==> config.mk <==
export PLATFORM = sky130hd
export DESIGN_NAME = instruction_fetch
export DESIGN_NICKNAME = d
export VERILOG_FILES = /design/src/rtl/instruction_fetch.sv
export SDC_FILE = /design/constraint.sdc
export NUM_CORES = 1
export LEC_CHECK = 0
export CORE_AREA = 2 2 106 108
export CTS_BUF_LIST = sky130_fd_sc_hd__clkbuf_16
export DETAILED_ROUTE_END_ITERATION = 10
export DIE_AREA = 0 0 108 110
export PLACE_DENSITY = 0.85
export RECOVER_POWER = 50
export SYNTH_ARGS = -nofsm -noshare
export SYNTH_HDL_FRONTEND = slang
export SYNTH_SLANG_ARGS = --single-unit
==> constraint.sdc <==
create_clock -name clk -period 10.7 [get_ports clk]
set_input_delay 2.675 -clock clk [delete_from_list [all_inputs] [get_ports clk]]
set_output_delay 2.675 -clock clk [all_outputs]
set_load 0.02 [all_outputs]
==> src/rtl/instruction_fetch.sv <==
// Instruction fetch stage: owns the PC, drives the 1-cycle-latency instruction
// ROM and presents {valid, pc, instr} to decode. It handles decode stalls and
// downstream redirects, and presents NOP whenever no real fetch is in flight.
module instruction_fetch #(
  parameter logic [31:0] RESET_PC  = 32'h0000_0000,
  parameter logic [31:0] NOP_INSTR = 32'h0000_0013
) (
  input  logic        clk,
  input  logic        rst,
  input  logic        id_stall,
  input  logic        redirect,
  input  logic [31:0] redirect_target,
  output logic [31:0] imem_addr,
  output logic        imem_en,
  input  logic [31:0] imem_dout,
  output logic        if_valid,
  output logic [31:0] if_pc,
  output logic [31:0] if_instr,
  output logic [31:0] fetch_count
);

  localparam int unsigned XLEN = 32;
  localparam logic [XLEN-1:0] PC_STEP    = XLEN'(4);
  localparam logic [XLEN-1:0] ALIGN_MASK = ~XLEN'(3);

  logic [XLEN-1:0] pc_q, pc_d;
  logic            inflight_valid_q, inflight_valid_d;
  logic [XLEN-1:0] inflight_pc_q, inflight_pc_d;
  logic [XLEN-1:0] count_q, count_d;

  logic [XLEN-1:0] target_aligned;
  logic            accept;

  // Word-align the redirect target; low bits are dropped silently.
  always_comb begin
    target_aligned = redirect_target & ALIGN_MASK;
  end

  // ROM request: the redirect target is fetched in the same cycle it arrives.
  // Reads are suppressed during stall so the ROM holds its output word.
  always_comb begin
    imem_addr = redirect ? target_aligned : pc_q;
    imem_en   = rst & (redirect | ~id_stall);
  end

  // Decode takes the presented instruction only when it is real, decode is
  // not stalled and no redirect is flushing it.
  always_comb begin
    accept = rst & inflight_valid_q & ~id_stall & ~redirect;
  end

  // Next-state logic: redirect has priority over stall, and a stall holds
  // everything.
  always_comb begin
    pc_d             = pc_q;
    inflight_valid_d = inflight_valid_q;
    inflight_pc_d    = inflight_pc_q;
    count_d          = count_q;

    if (redirect) begin
      inflight_pc_d    = target_aligned;
      inflight_valid_d = 1'b1;
      pc_d             = target_aligned + PC_STEP;
    end else if (!id_stall) begin
      inflight_pc_d    = pc_q;
      inflight_valid_d = 1'b1;
      pc_d             = pc_q + PC_STEP;
    end

    if (accept) begin
      count_d = count_q + XLEN'(1);
    end
  end

  // State registers. The synchronous reset discards any in-flight fetch.
  always_ff @(posedge clk) begin
    if (!rst) begin
      pc_q             <= RESET_PC;
      inflight_valid_q <= 1'b0;
      inflight_pc_q    <= '0;
      count_q          <= '0;
    end else begin
      pc_q             <= pc_d;
      inflight_valid_q <= inflight_valid_d;
      inflight_pc_q    <= inflight_pc_d;
      count_q          <= count_d;
    end
  end

  // Presentation to decode. The ROM word lines up with inflight_pc_q.
  always_comb begin
    if_valid    = inflight_valid_q;
    if_pc       = inflight_pc_q;
    if_instr    = inflight_valid_q ? imem_dout : NOP_INSTR;
    fetch_count = count_q;
  end

endmodule

==> summary.md <==
| Metric | Value |
|---|---|
| Fin util | 67.3% |
| Post-DP HPWL | 11000 µm |
| Chip width | 108 µm |
| IO Port Bufs | 191 |
| Clock power frac | 35.8% |
| H-tree level count | 3 |
| Total GRT Usage | 25.8% |
| Post-synth top flop | dfxtp_1 |
| GP Congestion | 0.883 |
| NetSw | 0.000253 W |
| Core Area | around 0.011 mm² |
| CTS Hold Bufs | 0 |
| Synth top cells by count | dfxtp_1, nor2_1, nand2_1, nand3_1, and2_1 |
| 1st-pass router iterations | 5 |
| Sequential area share after synthesis | 37.4% |
| Crit-path max FO | 30 |
| Largest buffer count on any clock path | 2 |
| Violations in the final reports | capacitance limit, slew limit |
| Worst skew pair latency | 0.33 ns |
| Mapped Cells | 625 |
| Worst path top cell family by delay | buffers and inverters |
| GRT overflow | 0 |
| Arrival time worst endpoint | 6.53 ns |
| Max Cap Viol | 3 |
| First-pass GRT wire length | 24900 µm |
| Synth top area share | a little under two fifths |
| Worst slew margin | -108% |
| Comb pwr share | 21.7% |
| Netlist cell types | 53 |
| Setup repair bufs after CTS | 0 |
| Largest stage delay on the critical path | 1.10 ns |
| Via count | 5324 |
| Area grow syn2layout | 44.5% |
| Fin crit period | 9.21 ns |
| Leak Pwr | 2.90 nW |
| Final setup viols | 0 |
| Vias in the first global route | 5091 |
| Maximum vdd ir drop | 0.0000636 V |
| Row cnt | 38 |
| Final Cycle Share | between 80% and 90% |
| 1st-iter DRT viols | 350 |
| Power density cells | 123 mW/mm² |
| Switching share of power | approximately 29% |
| Pint | around 0.00063 W |
| Synthesis-stage register bit count | between 90 and 100 |
| Hold WC Path Type | flip-flop to flip-flop |
| Die Y | 110 µm |
| Avg WL per Cell | 16.6 µm |
| Asr flop ratio synth | 0% |
| Reg clk slew, reported paths | 0.07 ns |
| Ranking of synthesized cells by area | dfxtp_1, mux2i_1, nor2_1 |
| Initial Util | 46.5% |
| RSZ-0062 raised after global routing | no |
| CTS Sinks | 93 |
| Slew Limit Fails | 120 |
| Reg power frac | 42.6% |
| # DRC | 0 |
| N_diodes | 0 |
| ANT nets after route | 0 |
| Clock Tree Root | clkbuf_16 |
| Routed WL | 15500 µm |
| Synth Warn # | 0 |
| Synthesized area per cell | 7.97 µm² |
| Synthesized area | 0.00498 mm² |
| Fmax | 0.109 GHz |
| CP max stage cell | clkbuf_1 |
| Status | complete, but fails checks |
| Buffer and inverter count on the worst path | 4 |
| Crit path launch type | input pin |
| Avg Vias per Cell | 5.70 |
| Cell Chain, Critical Path | dlygate4sd3_1 > clkbuf_1 > nand2_1 > inv_1 > clkdlybuf4s50_1 |
| Nets | 859 |
| Crit path required time | 8.03 ns |
| Largest net degree at the start of global routing | 77 |
| Final Hold Slack | 0.459 ns |
| Layout cells sized above 1 | 3.78% |
| Crit end category | output pin |
| Count leader, synth | dfxtp_1 |
| Post-synth EDFFs | 0 |
| Total CTS buffers | 9 |
| TritonCTS clock tree | built |
| Ports | 198 |
| Die area | 0.0119 mm² |
| Biggest area consumer among synthesized cells | dfxtp_1 |
| Clk_skew | 0.00473 ns |
| Hold Fails Final Rpt | 0 |
| Worst slew pin tran | 3.12 ns |
| Initial antenna violation count | 0 |
| # resized after CTS | 0 |
| Setup Crit Path Kind | input pin to output pin |
| Setup TNS | 0 ns |
-- logic make-up (layout without fill, tap and decap cells) --
family                     Yosys count  count (layout)  synth area share, %
buffers and inverters               74             240                 6.08
DFF                                 93              93                 37.4
and+or+nand+nor                    285             285                 29.8
other                                1               4               0.0753
AOI/OAI and AO/OA                  113             113                 15.2
xor gates and xnor gates            27              27                 4.75
adders and majority gates            2               2                0.502
muxes                               30              30                 6.21
-- metal layers --
layer	share of wire, %	global-route usage (%)
met3	7.7	5.41
met5	0	0
met1	42	32.8
met4	1.4	7.60
met2	49	44.3
-- path summary, 6_finish.rpt --
path / from / slack [ns] / end / cells after the start
max: rst / 1.49 / imem_en / 5
min reg2reg: if_pc[3] / 0.46 / if_pc[3] / 2
min: if_pc[3] / 0.46 / if_pc[3] / 2
max reg2reg: if_valid / 6.84 / fetch_count[29] / 5
-- power by group through the flow --
stage / clock network [W] / logic (W) / registers [W]
2_1_floorplan: 0 / 0.0000926 / 0.000393
3_3_place_gp: 0 / 0.000190 / 0.000384
3_5_place_dp: 0 / 0.000193 / 0.000385
4_1_cts: 0.000320 / 0.000195 / 0.000377
5_1_grt: 0.000335 / 0.000205 / 0.000380
6_report: 0.000317 / 0.000192 / 0.000377
-- layout make-up --
type                    instances  area (µm²)
well taps                     140         175
inverters                      30         113
multi-input cells             461        2830
flip-flops and latches         93        1860
repair buffers                194        1920
clock inverters                 7        68.8
fillers                       886        3500
clock buffers                   9         225
-- tightest hold or removal path, delay by kind of cell (launching register included) --
| kind | cells | cell delay, ns |
|---|---|---|
| AOI/OAI and AO/OA | 1 | 0.05 |
| DFF | 1 | 0.31 |
| and+or+nand+nor | 1 | 0.06 |
-- metrics by stage --
| stage | total power, W | instance area, µm² | worst slack, ns | instances |
|---|---|---|---|---|
| after detailed placement | 0.000579 | 6920 | 2.79 | 918 |
| after floorplan | 0.000485 | 4990 | 3.90 | 628 |
| after global placement | 0.000574 | 6920 | 2.84 | 918 |
| after global routing | 0.000920 | 7200 | 1.30 | 934 |
| final | 0.000886 | 7200 | 1.49 | 934 |
| after CTS | 0.000892 | 7210 | 2.77 | 934 |
-- placed cells by master, fill, tap and decap left out, types with 22 or more instances in the layout --
master / Yosys / final
mux2i_1: 23 / 23
dlygate4sd3_1: 0 / 63
nand3_1: 44 / 44
clkdlybuf4s50_1: 0 / 127
a211oi_1: 27 / 27
a21oi_1: 26 / 26
nor2_1: 61 / 61
and2_1: 33 / 33
nand2_1: 56 / 56
nand4_1: 22 / 22
dfxtp_1: 93 / 93
inv_1: 29 / 30
-- flip-flops by register name (all words and copies together), names as in the netlist --
name,flops
if_valid,1
pc_q,30
if_pc,30
fetch_count,32
Note: power is estimated with default switching activity, not from simulation.
